<file path="src/rtl/plru_replace_if.sv">
// plru_replace_if
//   Lookup/update bus between the cache controller and the pseudo-LRU unit.
//   master (cache controller): drives index, valid_in, access, access_way;
//                              receives victim, victim_is_invalid.
//   slave  (plru_replace):     the reverse.
//   index             - set index for victim lookup and recency update
//   valid_in          - per-way valid bits of the indexed set (bit n = way n)
//   access/access_way - a hit or fill to access_way of set index this cycle
//   victim            - way to replace in the indexed set
//   victim_is_invalid - victim is an invalid way, not the tree's choice
interface plru_replace_if #(
  parameter int INDEX_WIDTH = 3
);
  logic [INDEX_WIDTH-1:0] index;
  logic [7:0]             valid_in;
  logic                   access;
  logic [2:0]             access_way;
  logic [2:0]             victim;
  logic                   victim_is_invalid;

  modport master (
    output index, valid_in, access, access_way,
    input  victim, victim_is_invalid
  );

  modport slave (
    input  index, valid_in, access, access_way,
    output victim, victim_is_invalid
  );
endinterface

</file>
<file path="src/rtl/plru_replace.sv">
// plru_replace
//   Tree pseudo-LRU replacement for an 8-way set-associative cache.
//   Each set holds a 7-bit tree: b0 root, b1/b2 lower/upper-half nodes,
//   b3..b6 leaf-pair nodes for ways {0,1},{2,3},{4,5},{6,7}. A node bit
//   of 1 points the victim walk at the upper child.
//   Ports:
//     clk  - clock, all state updates on the rising edge
//     rst  - synchronous active-high reset, clears every tree to 0
//     bus  - plru_replace_if.slave (lookup + update bus)
//   The victim is combinational from index, valid_in and the stored tree
//   (pre-update state when an access hits the same set; no bypass).

// One set's tree. Accessing way w makes every node on w's path point
// away from w.
module plru_tree_set (
  input  logic       clk,
  input  logic       rst,
  input  logic       upd,
  input  logic [2:0] way,
  output logic [6:0] tree
);
  logic [6:0] tree_nxt;

  always_comb begin
    tree_nxt    = tree;
    tree_nxt[0] = ~way[2];
    if (way[2]) tree_nxt[2] = ~way[1];
    else        tree_nxt[1] = ~way[1];
    case (way[2:1])
      2'd0:    tree_nxt[3] = ~way[0];
      2'd1:    tree_nxt[4] = ~way[0];
      2'd2:    tree_nxt[5] = ~way[0];
      default: tree_nxt[6] = ~way[0];
    endcase
  end

  always_ff @(posedge clk) begin
    if (rst)      tree <= 7'b0;
    else if (upd) tree <= tree_nxt;
  end
endmodule

module plru_replace #(
  parameter int INDEX_WIDTH = 3,
  parameter int WAYS        = 8
) (
  input  logic          clk,
  input  logic          rst,
  plru_replace_if.slave bus
);
  localparam int SETS = 1 << INDEX_WIDTH;

  // The tree shape is hard-wired for three levels.
  if (WAYS != 8) begin : g_bad_ways
    $error("plru_replace: WAYS must be 8");
  end

  logic [SETS-1:0][6:0] tree_q;

  for (genvar s = 0; s < SETS; s++) begin : g_set
    plru_tree_set u_set (
      .clk  (clk),
      .rst  (rst),
      .upd  (bus.access && (bus.index == INDEX_WIDTH'(s))),
      .way  (bus.access_way),
      .tree (tree_q[s])
    );
  end

  // Tree walk on the indexed set.
  logic [6:0] cur;
  logic       v2, v1, v0;
  logic [2:0] tree_way;

  assign cur = tree_q[bus.index];
  assign v2  = cur[0];
  assign v1  = v2 ? cur[2] : cur[1];

  always_comb begin
    case ({v2, v1})
      2'd0:    v0 = cur[3];
      2'd1:    v0 = cur[4];
      2'd2:    v0 = cur[5];
      default: v0 = cur[6];
    endcase
  end

  assign tree_way = {v2, v1, v0};

  // Lowest-numbered invalid way; scanning downward lets way 0 win last.
  logic [2:0] inv_way;
  logic       any_inv;

  always_comb begin
    inv_way = 3'd0;
    for (int n = 7; n >= 0; n--) begin
      if (!bus.valid_in[n]) inv_way = 3'(n);
    end
  end

  assign any_inv               = (bus.valid_in != 8'hFF);
  assign bus.victim            = any_inv ? inv_way : tree_way;
  assign bus.victim_is_invalid = any_inv;

  a_access_known : assert property (@(posedge clk) disable iff (rst)
    bus.access |-> !$isunknown({bus.index, bus.access_way}));
endmodule

</file>
<file path="src/flat_wrapper.sv">
// flat-port wrapper written by rule: the top's interface ports become plain ports
module plru_replace_flat 
#(
  parameter int INDEX_WIDTH = 3,
  parameter int WAYS        = 8
)
  (clk, rst, bus_index, bus_valid_in, bus_access, bus_access_way, bus_victim, bus_victim_is_invalid);
  plru_replace_if #(.INDEX_WIDTH(INDEX_WIDTH)) bus_i ();
  input  logic clk;
  input  logic rst;
  input wire logic [$bits(bus_i.index)-1:0] bus_index;
  input wire logic [$bits(bus_i.valid_in)-1:0] bus_valid_in;
  input wire logic [$bits(bus_i.access)-1:0] bus_access;
  input wire logic [$bits(bus_i.access_way)-1:0] bus_access_way;
  output wire logic [$bits(bus_i.victim)-1:0] bus_victim;
  output wire logic [$bits(bus_i.victim_is_invalid)-1:0] bus_victim_is_invalid;
  assign bus_i.index = bus_index;
  assign bus_i.valid_in = bus_valid_in;
  assign bus_i.access = bus_access;
  assign bus_i.access_way = bus_access_way;
  assign bus_victim = bus_i.victim;
  assign bus_victim_is_invalid = bus_i.victim_is_invalid;
  plru_replace #(.INDEX_WIDTH(INDEX_WIDTH), .WAYS(WAYS)) u_core (.clk(clk), .rst(rst), .bus(bus_i));
endmodule
</file>
<file path="config.mk">
export PLATFORM = sky130hd
export DESIGN_NAME = plru_replace_flat
export DESIGN_NICKNAME = d
export VERILOG_FILES = /design/src/rtl/plru_replace_if.sv /design/src/rtl/plru_replace.sv /design/src/flat_wrapper.sv
export SDC_FILE = /design/constraint.sdc
export NUM_CORES = 1
export LEC_CHECK = 0
export CAP_MARGIN = 10
export CORE_MARGIN = 2
export CORE_UTILIZATION = 30
export DETAILED_ROUTE_END_ITERATION = 6
export HOLD_SLACK_MARGIN = 0.08
export PLACE_DENSITY_LB_ADDON = 0.08
export SETUP_SLACK_MARGIN = 0.2
export SKIP_CTS_REPAIR_TIMING = 1
export SLEW_MARGIN = 5
export SYNTH_ARGS = -nofsm -noshare
export SYNTH_HDL_FRONTEND = slang
export SYNTH_SLANG_ARGS = --single-unit
export TNS_END_PERCENT = 1
</file>
<file path="constraint.sdc">
create_clock -name clk -period 7.28 [get_ports clk]
set_input_delay 2.184 -clock clk [delete_from_list [all_inputs] [get_ports clk]]
set_output_delay 2.184 -clock clk [all_outputs]
set_load 0.02 [all_outputs]
</file>
; Word level (Yosys, flattened, before mapping)
; Cells that the tools add are included.
[totals]
wordCells = 146
inputBits = 17
out_inout_bits = 4
register_bits = 56
[classes]
order_cmp = 1
eq_ne = 12
n_reduce_logical = 60
mux = 13
n_bitwise = 4
[ops]
columns = cell, n
row1 = $reduce_and A2 Y1, 48
row2 = $mux W3, 9
row3 = $bmux W7 S3, 1
row4 = $eq A3 B3 Y1 const B, 4
row5 = $logic_and A1 B1 Y1, 8
row6 = $ne A8 B8 Y1 const B, 1
row7 = $mux W7, 1
row8 = $eq A3 B2 Y1 const B, 2
row9 = $eq A2 B1 Y1 const B, 2
row10 = $eq A2 B2 Y1 const B, 2
row11 = $logic_not A2 Y1, 2
row12 = $lt A3 B4 Y1 const B, 1
row13 = $not A1 Y1, 4
row14 = $eq A3 B1 Y1 const B, 1
row15 = $logic_not A3 Y1, 1
row16 = $pmux W1 S3, 1
row17 = $reduce_or A3 Y1, 1
row18 = $mux W1, 1

; Longest topological paths before layout
; Gate-level depths: netlist of the first run.
[logic_depth]
ltp_word = 9
depth_mapped = 8
depth_no_buf = 5

; By module
; Synthesis of the first run repeated with hierarchy kept, for this count alone.
[hier_totals]
hier_cells = 309
hier_area_um2 = 2986.6
[modules_own_cells]
columns = module, instances, cells_each, seq_area_each_um2, area_per_inst_um2
row1 = plru_tree_set, 8, 27, 140.1, 285.3
row2 = plru_replace, 1, 93, 0.0, 704.4

; Worst setup path before layout of the first run
; OpenSTA, ideal clock, no wires.
[synth_timing]
kind = input port to output port
from = input bus_index[1]
to = output bus_victim[0]
path_stages = 6
arrival_time_ns = 3.868
path_slack_ns = 1.228
required_time_ns = 5.096
n_path_buf = 1
cell_sequence = buf_6 mux4_2 mux2_4 mux2i_1 mux2_1 o311ai_2
[synth_between]
elab_chain_len = 6
elab_cells_between_ends = 8
classes_between = eq/ne: 2 / mux: 5 / reduce/logical: 1
[synth_rtl]
columns = item, line_no
row1 = "start, declared", flat_wrapper.sv:11  ; input wire logic [$bits(bus_i.index)-1:0] bus_index;
row2 = $bmux W7 S3 (*), plru_replace.sv:75  ; assign cur = tree_q[bus.index];
row3 = $mux W7 (not written as such) (*), plru_replace.sv:75
row4 = $mux W1, plru_replace.sv:77  ; assign v1 = v2 ? cur[2] : cur[1];
row5 = $eq A2 B2 Y1 (tied with other cells), plru_replace.sv:80  ; case ({v2, v1})
row6 = $pmux W1 S3 (*), plru_replace.sv:80
row7 = $mux W3 (*), plru_replace.sv:102  ; assign bus.victim = any_inv ? inv_way : tree_way;
row8 = "end, declared", flat_wrapper.sv:15  ; output wire logic [$bits(bus_i.victim)-1:0] bus_victim;
; Every way passes the cells marked *; elsewhere a longest branch is shown, timed or not. The select of a mux whose other input is x is not followed.

; Worst setup path after layout of the first run
[layout_timing]
from = input bus_index[2]
to = output bus_victim[1]
[layout_between]
elab_chain_len = 4
[layout_rtl]
columns = item, line_no
row1 = $bmux W7 S3, plru_replace.sv:75
row2 = $mux W7 (not written as such), plru_replace.sv:75
row3 = $mux W1, plru_replace.sv:77
row4 = $mux W3, plru_replace.sv:102
; Every way passes these cells. The select of a mux whose other input is x is not followed.

==> flow_metrics.env, run 1 <==
export IMPL_worst_pin_slew_ns=1.13
export IMPL_cap_violations=0
export IMPL_drt_wirelength_per_cell_um=18.6
export IMPL_cts_buffers=5
export IMPL_cp_cell_sequence="clkdlybuf4s50_1 > buf_4 > mux4_2 > mux2i_1 > a21oi_1 > o21a_1 > clkdlybuf4s50_1"
export IMPL_place_gp_congestion=0.803
export IMPL_peakVddDrop_v=0.0000659
export IMPL_cp_end_kind="output port"
export IMPL_worst_slack_ns=0.415
export IMPL_slew_viol_final=0
export IMPL_critical_path_arrival_ns=4.68
export IMPL_largest_reg_flops=56
export IMPL_grt_max_degree=57
export IMPL_fillCellCount=997
export IMPL_path_clk_slew_ns=0.10
export IMPL_start_util=0.305
export IMPL_hold_path_class="reg2reg"
export IMPL_vias_per_cell=5.34
export IMPL_syn_num_nets=329
export IMPL_drive_gt1_frac=0.113
export IMPL_post_route_util=0.345
export IMPL_setup_viol=0
export IMPL_syn_area_mm2=0.00278
export IMPL_drc=0
export IMPL_synth_edf_count=0
export IMPL_start_kind="input pin"
export IMPL_hold_viol_final=0
export IMPL_pre_cts_ws_ns=0.166
export IMPL_reg_largest_list="u_core.g_set.u_set.tree x56"
export IMPL_worstSetupPathType="in2out"
export IMPL_fin_nets=334
export IMPL_grt_usage=0.167
export IMPL_clock_latency_ns=0.30
export IMPL_cp_required_ns=5.10
export IMPL_dpl_hpwl_um=5360
export IMPL_max_freq_mhz=146
export IMPL_dr_first_iter_drc_count=110
export IMPL_ant_nets=0
export IMPL_top_register="u_core.g_set.u_set.tree"
export IMPL_vias=2292
export IMPL_finalWirelength_um=8000
export IMPL_ios=21
export IMPL_die_area_mm2=0.0101
export IMPL_leakage_nw=1.05
export IMPL_core_area_mm2=0.00911
export IMPL_post_place_cells=421
export IMPL_fin_hold_ws_ns=0.487
export IMPL_yosys_warnings=0
export IMPL_outcome="complete, no violations"
export IMPL_cp_top_family="buffers and inverters"
export IMPL_cts_sinks=56
export IMPL_finalClockSkew_ns=0
export IMPL_fin_setup_tns_ns=0
export IMPL_synth_flop_cell="dfxtp_1"
export IMPL_crit_slowest_cell="clkdlybuf4s50_1"
export IMPL_die_x_um=100
export IMPL_final_cell_area_mm2=0.00314
export IMPL_crit_path_max_fanout=20
export IMPL_cts_root_buf="clkbuf_8"
export IMPL_p_total_mw=0.572
export IMPL_antennaDiodeCount=0
export IMPL_post_dp_cell_area_mm2=0.00305
export IMPL_grt_overflow_total=0
export IMPL_yosysSeqAreaShare=0.403
export IMPL_syn_inst=312
export IMPL_area_delta_synth_final_pct=13.0
export IMPL_period_share=0.943
export IMPL_max_stage_delay_ns=0.55
export IMPL_die_h_um=100
export IMPL_first_pass_iters=4
export IMPL_grt_pass1_wl_um=12900
export IMPL_synth_async_reset_ratio=0
export IMPL_antenna_found_initial=0
export IMPL_rows=35
export IMPL_grt_pass1_vias=2168
export IMPL_slew_headroom=0.249
export IMPL_crit_top_cell="clkdlybuf4s50_1"
export IMPL_worst_path_buf_inv=3
export IMPL_cts_tree="yes"
export IMPL_power_density_mw_per_mm2=182
export IMPL_cts_path_max_buffers=2
export IMPL_htree_levels=2
export IMPL_port_buffers=20
export IMPL_fin_cells=429
export IMPL_avgSynthCellArea_um2=8.91
export IMPL_ys_types=46
export IMPL_finalCriticalPeriod_ns=6.87
export IMPL_ys_seq_elements=56
export IMPL_grt_setup_unrepaired="no"
## worst min-delay path, delay by kind of cell, from the launching register on
family / cells / cell delay, ns
DFF: 1 / 0.32
AOI/OAI and AO/OA: 2 / 0.13
## synthesized netlist by cell type (2+ instances only)
master	count	area share
a211oi_1	27	0.073
a21oi_1	23	0.041
a22oi_1	2	0.0054
a31oi_1	3	0.0067
and3_1	6	0.013
buf_2	6	0.011
buf_4	4	0.011
buf_6	3	0.012
clkbuf_1	16	0.022
dfxtp_1	56	0.40
inv_1	5	0.0067
mux2_2	2	0.0081
mux2i_1	10	0.036
mux4_1	2	0.019
mux4_2	8	0.065
nand2_1	8	0.011
nand2b_1	3	0.0067
nand3_1	4	0.0072
nand4_1	6	0.013
nor2_1	46	0.062
nor2_2	2	0.0045
nor2b_1	4	0.0090
nor3_1	30	0.054
nor4_1	3	0.0067
nor4_2	3	0.013
o21ai_0	9	0.016
o31ai_1	2	0.0054
## layer usage
metal / global-route usage / part of all wire / vias to the layer above
met5: 0 / 0 / -
met4: 0.0411 / 0.013 / 0
met3: 0.0244 / 0.024 / 7
met2: 0.274 / 0.47 / 27
met1: 0.233 / 0.49 / 1103
li1: - / - / 1155
## cell type report
class,count,area [um2],area share
Clock buffer,7,86.3,0.0275
Clock inverter,1,7.51,0.00239
Inverter,5,18.8,0.00597
Multi-Input combinational cell,220,1480,0.471
Sequential cell,56,1120,0.357
Tap cell,111,139,0.0442
Timing Repair Buffer,29,290,0.0924
## power breakdown
| group | internal (mW) | switching (mW) |
|---|---|---|
| clock | 0.0777 | 0.104 |
| combinational | 0.0288 | 0.0470 |
| sequential | 0.311 | 0.00279 |
## cell usage in the layout (no fill, tap or decap), types with 4 or more instances in the layout
cell | synthesis | final
a211oi_1 | 27 | 27
a21oi_1 | 23 | 23
and3_1 | 6 | 6
buf_4 | 4 | 7
clkbuf_8 | 0 | 6
clkdlybuf4s50_1 | 0 | 18
dfxtp_1 | 56 | 56
inv_1 | 5 | 5
mux2i_1 | 10 | 10
mux4_2 | 8 | 8
nand2_1 | 8 | 8
nand3_1 | 4 | 4
nand4_1 | 6 | 6
nor2_1 | 46 | 46
nor2b_1 | 4 | 4
nor3_1 | 30 | 30
o21ai_0 | 9 | 9
## worst paths after layout
| kind | slack, ns | startpoint | depth (start not counted) | to |
|---|---|---|---|---|
| max reg2reg | 6.53 | u_core.g_set[7].u_set.tree[4] | 2 | u_core.g_set[7].u_set.tree[4] |
| min | 0.49 | u_core.g_set[6].u_set.tree[3] | 2 | u_core.g_set[6].u_set.tree[3] |
| min reg2reg | 0.49 | u_core.g_set[6].u_set.tree[3] | 2 | u_core.g_set[6].u_set.tree[3] |
| max | 0.41 | bus_index[2] | 7 | bus_victim[1] |
## kinds of logic (layout without fill, tap and decap cells)
family / after synthesis / count (layout) / share of synthesized area
simple gates: 123 / 123 / 0.224
compound gates: 73 / 73 / 0.171
flops: 56 / 56 / 0.403
buf+inv: 36 / 42 / 0.0652
mux: 24 / 24 / 0.137
Note: power is estimated with default switching activity, not from simulation.
==> run 2: changes to the inputs <==
Settings changed: ABC_AREA set to 1, GPL_ROUTABILITY_DRIVEN set to 0, SETUP_SLACK_MARGIN 0.2 to unset.
==> flow_metrics.env, run 2 <==
export IMPL_drive_gt1_frac=0.108
export IMPL_p_total_mw=0.562
export IMPL_max_freq_mhz=146
export IMPL_crit_path_max_fanout=9
export IMPL_cts_buffers=5
export IMPL_ys_types=27
export IMPL_yosys_top_cells_area="dfxtp_1, nand2_1, nor2_1"
export IMPL_peakVddDrop_v=0.0000655
export IMPL_htree_levels=2
export IMPL_finalCriticalPeriod_ns=6.83
export IMPL_grt_max_degree=57
export IMPL_yosysSeqAreaShare=0.381
export IMPL_cts_path_max_buffers=2
export IMPL_worst_slack_ns=0.447
export IMPL_yosys_warnings=0
export IMPL_endpoint="bus_victim[0]"
export IMPL_grt_setup_unrepaired="no"
export IMPL_dpl_hpwl_um=6100
export IMPL_cts_sinks=56
export IMPL_reg_largest_list="u_core.g_set.u_set.tree x56"
export IMPL_dr_first_iter_drc_count=101
export IMPL_outcome="complete, no violations"
export IMPL_finalClockSkew_ns=0
export IMPL_antennaDiodeCount=0
export IMPL_top_register="u_core.g_set.u_set.tree"
export IMPL_synth_flop_cell="dfxtp_1"
export IMPL_most_common_layout_cells="nand2_1, nor2_1, dfxtp_1"
export IMPL_grt_usage=0.168
export IMPL_cp_end_kind="output port"
export IMPL_first_pass_iters=4
export IMPL_pre_cts_ws_ns=0.431
export IMPL_layout_commonest_cell="nand2_1"
export IMPL_core_area_mm2=0.00964
export IMPL_regToRegSetupSlack_ns=6.59
export IMPL_r2r_end="u_core.g_set[0].u_set.tree[6]"
export IMPL_clock_latency_ns=0.30
export IMPL_synth_top_area_frac=0.381
export IMPL_port_buffers=20
export IMPL_worst_pin_slew_ns=1.02
export IMPL_ys_seq_elements=56
export IMPL_fin_nets=479
export IMPL_finalWirelength_um=8430
export IMPL_worstReg2RegStart="u_core.g_set[0].u_set.tree[6]"
export IMPL_synth_most_common_cell="nand2_1"
export IMPL_ios=21
export IMPL_drt_wirelength_per_cell_um=14.1
export IMPL_largest_reg_flops=56
export IMPL_hold_viol_final=0
export IMPL_avgSynthCellArea_um2=6.58
export IMPL_cap_violations=0
export IMPL_leakage_nw=1.30
export IMPL_die_x_um=103
export IMPL_power_density_mw_per_mm2=169
export IMPL_die_area_mm2=0.0106
export IMPL_synth_async_reset_ratio=0
export IMPL_rows=36
export IMPL_vias_per_cell=4.69
export IMPL_slew_viol_final=0
export IMPL_hold_path_class="reg2reg"
export IMPL_grt_pass1_wl_um=13800
export IMPL_drc=0
export IMPL_fin_setup_tns_ns=0
export IMPL_grt_pass1_vias=2658
export IMPL_cts_root_buf="clkbuf_8"
export IMPL_path_clk_slew_ns=0.10
export IMPL_worstSetupPathType="in2out"
export IMPL_syn_area_mm2=0.00294
export IMPL_start_kind="input pin"
export IMPL_rr_worst_depth=2
export IMPL_antenna_found_initial=0
export IMPL_setup_viol=0
export IMPL_synth_commonest_cells="nand2_1, nor2_1, dfxtp_1"
export IMPL_cp_required_ns=5.10
export IMPL_critical_path_arrival_ns=4.65
export IMPL_syn_num_nets=464
export IMPL_final_cell_area_mm2=0.00333
export IMPL_ant_nets=0
export IMPL_post_dp_cell_area_mm2=0.00324
export IMPL_grt_overflow_total=0
export IMPL_die_h_um=103
export IMPL_crit_start="bus_index[1]"
export IMPL_yosysTopAreaCell="dfxtp_1"
export IMPL_area_delta_synth_final_pct=13.2
export IMPL_vias=2793
export IMPL_slew_headroom=0.321
export IMPL_syn_inst=447
export IMPL_start_util=0.305
export IMPL_synth_edf_count=0
export IMPL_cts_tree="yes"
export IMPL_period_share=0.939
-- run 2: cell count changes after synthesis, moves of 10 or more --
cell      before  now
a21oi_1       23   44
inv_2          0   13
nor3_1        30    1
inv_1          5   29
nand2_1        8  131
nand3_1        4   21
nor2_1        46   67
a211oi_1      27   12
mux2i_1       10    0
-- run 2: metrics by stage --
step,instances,hold slack (ns),utilization
after floorplan,447,0.439,-
after global placement,588,0.453,0.336
after detailed placement,588,0.456,0.336
after CTS,596,0.473,0.345
after global routing,596,0.497,0.345
final,596,0.469,0.345
-- run 2: worst max-delay path, cell delays in order --
cell and delay (ns):
clkdlybuf4s50_1 0.78, inv_4 0.14, nand2_4 0.20, nor2_1 0.06, nor2_1 0.16, nand2_1 0.07, nand2_1 0.07, nand3_1 0.08
nand2_1 0.07, nand2_1 0.05, nand2_1 0.08, nand2_1 0.05, nand2_1 0.05, clkdlybuf4s50_1 0.59
-- run 2: logic make-up (layout without fill, tap and decap cells) --
group                  Yosys count  in the layout  share of synthesized area
and+or+nand+nor                247            247                      0.365
AOI/OAI and AO/OA               83             83                      0.163
buffers and inverters           61             77                     0.0906
DFF                             56             56                      0.381
-- run 2: cell type report --
| cell class | count | area [um2] |
|---|---|---|
| Fill cell | 1082 | 6310 |
| Multi-Input combinational cell | 330 | 1550 |
| Sequential cell | 56 | 1120 |
| Timing Repair Buffer | 24 | 225 |
| Inverter | 45 | 178 |
| Tap cell | 133 | 166 |
| Clock buffer | 7 | 76.3 |
| Clock inverter | 1 | 8.76 |
-- run 2: metal layers --
layer / share of wire / global-route usage / wire [um] / vias up
li1: - / - / - / 1464
met1: 0.49 / 0.235 / 4120 / 1267
met2: 0.46 / 0.272 / 3850 / 58
met3: 0.047 / 0.0237 / 396 / 4
met4: 0.0070 / 0.0405 / 59 / 0
met5: 0 / 0 / 0 / -
-- run 2: worst min path at each step --
stage | start | endpoint | cells past startpoint
final | u_core.g_set[3].u_set.tree[0] | u_core.g_set[3].u_set.tree[0] | 2
after global routing | u_core.g_set[3].u_set.tree[0] | u_core.g_set[3].u_set.tree[0] | 2
after CTS | u_core.g_set[3].u_set.tree[0] | u_core.g_set[3].u_set.tree[0] | 2
after detailed placement | u_core.g_set[3].u_set.tree[0] | u_core.g_set[3].u_set.tree[0] | 2
after global placement | u_core.g_set[1].u_set.tree[5] | u_core.g_set[1].u_set.tree[5] | 2
after floorplan | u_core.g_set[6].u_set.tree[0] | u_core.g_set[6].u_set.tree[0] | 2
-- run 2: where the power goes --
part / total [mW] / switching (mW) / internal, mW
registers: 0.312 / 0.00220 / 0.310
clock network: 0.173 / 0.103 / 0.0692
logic: 0.0766 / 0.0524 / 0.0241
==> edit 1: new RTL, settings of run 1 <==
`INDEX_WIDTH` is set to 3 in 3 places; all go to 2.
--- a/src/rtl/plru_replace_if.sv
+++ b/src/rtl/plru_replace_if.sv
@@ -11,3 +11,3 @@
 interface plru_replace_if #(
-  parameter int INDEX_WIDTH = 3
+  parameter int INDEX_WIDTH = 2
 );
--- a/src/rtl/plru_replace.sv
+++ b/src/rtl/plru_replace.sv
@@ -43,3 +43,3 @@
 module plru_replace #(
-  parameter int INDEX_WIDTH = 3,
+  parameter int INDEX_WIDTH = 2,
   parameter int WAYS        = 8
--- a/src/flat_wrapper.sv
+++ b/src/flat_wrapper.sv
@@ -3,3 +3,3 @@
 #(
-  parameter int INDEX_WIDTH = 3,
+  parameter int INDEX_WIDTH = 2,
   parameter int WAYS        = 8
Ports: changed (resized bus_index); port bits go from 21 to 20. No check against the original RTL was run, so the function may have changed too.
==> edit 1 against run 1 <==
- wire length shrank 59%
- worst setup slack gained 80 ps
- synthesized area shrank 50%
- sequential cell count shrank 28
- global-route usage shrank 2.6 points
- total power shrank 48%
- sequential power shrank 49%
- first-iteration DRC count shrank 64%
- non-clock buffer count shrank 7
- register-to-register slack gained 30 ps
- design area shrank 47%
- critical endpoint is now bus_victim[0]
- largest cell class unchanged
==> edit 1: results (changes against run 1) <==
status=complete, no violations; Final Skew=0 ps (unchanged); vias in the first global route=1168 (-46%); Final #Nets=187 (-44%); worst hold start=u_core.g_set[3].u_set.tree[3]; crit path from=bus_index[0]; actual slew at the worst max-slew pin=1020 ps (-106 ps); global placement routability congestion=0.854 (+6.4%); post-placement cell count=218 (-48%); mux contribution to synthesized area=14.2% (+0.48 points); top cells by count, synth=nor2_1 (33), dfxtp_1 (28), a211oi_1 (16), nor3_1 (16); H-tree depth=1 (-1); Total Wirelength=3290 microns (-59%); slowest cell delay on critical path=730 ps (+180 ps); LEAKAGE=0.000579 uW (-45%); number of CTS-inserted buffers=3 (-2); Port Buffers=19 (-5.0%); Worst IR Drop VDD=0.0000677 V (+2.7%); CP arrival=4600 ps (-80 ps); largest net degree at the start of global routing=29 (-49%); syn nets=172 (-48%); Avg Cell Area, Syn=8.87 sq um (-0.49%); DP HPWL=2430 microns (-55%); GR Util All Layers=14.1% (-2.6 points); worst r2r src=u_core.g_set[3].u_set.tree[5]; first-pass GRT wire length=5730 microns (-55%); distinct cell type count of the synthesized netlist=29 (-37%); leading post-synthesis cells by cell area=dfxtp_1 (41%), mux4_2 (9.8%), nor2_1 (9.0%); initial drt markers=40 (-64%); net load switching power=73.7 uW (-52%); CTS root buf=clkbuf_8; drt via density=5.13 (-4.1%); Antenna Cells=0 (unchanged); share of layout cells above drive strength 1=8.82% (-2.5 points); vias after detailed routing=1138 (-50%); sequential fraction of the synthesis area=40.5% (+0.20 points); post-synthesis compound-gate area fraction=12.8% (-4.3 points); worst skew pair latency=270 ps (-30 ps); Regs by FF count=u_core.g_set.u_set.tree (28); critical-path maximum fanout=11 (-45%); dpl cell area=1600 sq um (-47%)
==> edit 1: final timing paths <==
path	to	slack (ps)	depth (start not counted)
max	bus_victim[0]	490	6
min	u_core.g_set[3].u_set.tree[3]	500	2
max reg2reg	u_core.g_set[3].u_set.tree[5]	6560	2
min reg2reg	u_core.g_set[3].u_set.tree[3]	500	2
==> edit 1: final cells by class <==
type | count | area [sq um]
timing repair buffer | 22 | 213
sequential | 28 | 561
tap | 52 | 65.1
clock buffer | 4 | 55.1
multi-input combinational | 114 | 753
fill | 452 | 2730
inverter | 2 | 7.51
==> edit 1: power by group through the flow <==
stage                     registers (uW)  clock network (uW)  logic (uW)
after floorplan                      163                   0        26.2
after global placement               164                   0        41.6
after detailed placement             164                   0        41.9
after CTS                            160                 101        42.0
after global routing                 161                 107        46.3
final                                160                98.1        41.6
==> edit 1: logic make-up after synthesis <==
kind of cell | after synthesis
muxes | 10
buffers and inverters | 14
DFF | 28
AOI/OAI and AO/OA | 26
and+or+nand+nor | 78
==> edit 1: critical path: cells and delay by family <==
| kind | cells | cell delay [ps] |
|---|---|---|
| AO/OA/AOI/OAI | 2 | 250 |
| multiplexers | 2 | 910 |
| buffers and inverters | 2 | 1260 |
==> edit 1: through the flow <==
| stage | util (%) | setup WS [ps] | hold slack (ps) |
|---|---|---|---|
| after global routing | 37.7 | 306 | 528 |
| after floorplan | - | 1540 | 451 |
| after global placement | 36.5 | 512 | 486 |
| after detailed placement | 36.5 | 472 | 482 |
| final | 37.7 | 495 | 502 |
| after CTS | 37.7 | 474 | 502 |
==> edit 1: per-layer routing <==
| metal | global-route usage [%] | routed length, microns |
|---|---|---|
| met3 | 2.08 | 117 |
| met2 | 22.8 | 1440 |
| met5 | 0 | 0 |
| met1 | 19.5 | 1690 |
| met4 | 4.40 | 40 |
==> edit 2: new RTL, flow settings as in run 1 <==
Made on the original files. Reset style: asynchronous (`rst`), changed in one clocked block. Comments in the files are not updated.
--- a/src/rtl/plru_replace.sv
+++ b/src/rtl/plru_replace.sv
@@ -36,3 +36,3 @@
 
-  always_ff @(posedge clk) begin
+  always_ff @(posedge clk or posedge rst) begin
     if (rst)      tree <= 7'b0;
Check against the original RTL: differs if rst is asserted again (counterexample within 4 cycles, from zero or initial values and one cycle with rst high); with rst held inactive, the same outputs for 10 cycles.
==> edit 2 against run 1 <==
- wire length is 10% lower
- synthesized area rose by 2.0%
- via count decreased by 5.8%
- sequential share of layout area increased by 7.4 points
- design area up 3.5%
- worst setup slack improved by 33 ps
- sequential cell count unchanged
- die area grew 1.9%
- critical path type unchanged
- largest cell class is now flip-flops and latches
Power is not compared: it rests on default switching activity, and its combinational part moved more than twofold at a synthesized area within 25%.
==> edit 2: results (changes against run 1) <==
actual slew at the worst max-slew pin=733 ps (-393 ps); leading post-synthesis cells by cell area=dfrtp_1 (49%), mux4_2 (8.7%), nand2_1 (6.9%); most common cell in the netlist=dfrtp_1; distinct cell type count of the synthesized netlist=37 (-20%); Antenna Cells=0 (unchanged); DP Worst Slack=280 ps (+114 ps); LEAKAGE=0.00134 uW; CTS clock-pin slew for the worst setup and hold paths=100 ps (about the same); global placement routability congestion=0.796 (-0.90%); worst r2r src=u_core.g_set[5].u_set.tree[1]; initial drt markers=114 (+3.6%); critical-path maximum fanout=16 (-20%); status=complete, no violations; CP arrival=4650 ps (-30 ps); Fillers=959 (-3.8%); Final Skew=0 ps (unchanged); crit path from=bus_index[1]; number of CTS-inserted buffers=5 (unchanged); Regs by FF count=u_core.g_set.u_set.tree (56); worst hold start=u_core.g_set[5].u_set.tree[6]; vias after detailed routing=2159 (-5.8%); asr flop ratio synth=100% (+100 points); CTS root buf=clkbuf_8; antenna-violating nets left=0 (unchanged); Post-Synthesis Cells=298 (-4.5%); Avg WL per Cell=16.8 microns (-10%); worst skew pair latency=310 ps; TritonRoute pass-1 iters=4 (unchanged); top cells by count, synth=dfrtp_1 (56), nand2_1 (52), nor2_1 (39); DP HPWL=5120 microns (-4.5%); initial antenna violation count=0 (unchanged); dpl cell area=3160 sq um (+3.7%); sequential fraction of the synthesis area=49.4% (+9.1 points); type of the most critical hold path=register to register; Port Buffers=20 (unchanged); maximum root-to-sink buffer count=2 (unchanged); Primary FF master, synth=dfrtp_1; GR Util All Layers=15.7% (-1.0 points); final cell count without fillers=428 (-0.23%); post-placement cell count=420 (-0.24%); H-tree depth=2 (unchanged); Yosys Warn Count=0 (unchanged); Worst IR Drop VDD=0.0000889 V; syn nets=315 (-4.3%); share of layout cells above drive strength 1=10.4% (-0.91 points); first-pass GRT wire length=12300 microns (-4.4%); Final #Nets=333 (-0.30%); largest net degree at the start of global routing=57 (unchanged)
edit 2: cell types whose count changed after synthesis, sizes merged, moves of 12 or more:
cell	delta
dfxtp	-56
a211oi	-26
o21ai	+12
o21a	+14
nor3	-15
nand2	+43
dfrtp	+56
edit 2: critical path: stages:
cell and delay, ps:
clkdlybuf4s50_1 590, buf_4 270, mux2i_1 200, nand2_1 70, and3_4 200, mux2_4 310
nand3_2 60, and4_1 180, clkdlybuf4s50_1 600
edit 2: where the power goes:
group          switching (uW)  leakage (uW)  internal [uW]  total, uW
logic                    78.8      0.000617           89.7        168
clock network             101     0.0000455           78.0        179
registers                45.3      0.000679            378        423
edit 2: area by class of cell:
type	instances	area, sq um	area share [%]
clock buffers	8	90.1	2.77
inverters	5	18.8	0.577
well taps	111	139	4.27
flip-flops and latches	56	1400	43.1
repair buffers	29	283	8.70
multi-input cells	219	1320	40.6
edit 2: path summary, 6_finish.rpt:
check                                           endpoint  slack (ps)  cells past startpoint
min                        u_core.g_set[5].u_set.tree[6]         490                      2
min reg2reg                u_core.g_set[5].u_set.tree[6]         490                      2
min in group asynchronous  u_core.g_set[2].u_set.tree[4]        2390                      3
max in group asynchronous  u_core.g_set[3].u_set.tree[0]        4410                      3
max                                        bus_victim[1]         450                      9
max reg2reg                u_core.g_set[5].u_set.tree[1]        6570                      1
edit 2: per-layer routing:
layer | vias up | GRT usage [%] | wire [microns]
met5 | - | 0 | 0
met4 | 0 | 4.99 | 129
met3 | 9 | 2.62 | 246
met2 | 36 | 24.4 | 3310
met1 | 1027 | 22.6 | 3490
li1 | 1087 | - | -
edit 2: kinds of logic after synthesis:
family	after synthesis	share of synthesized area, %
buf+inv	23	4.14
compound gates	72	15.5
simple gates	133	20.8
mux	14	10.1
flops	56	49.4
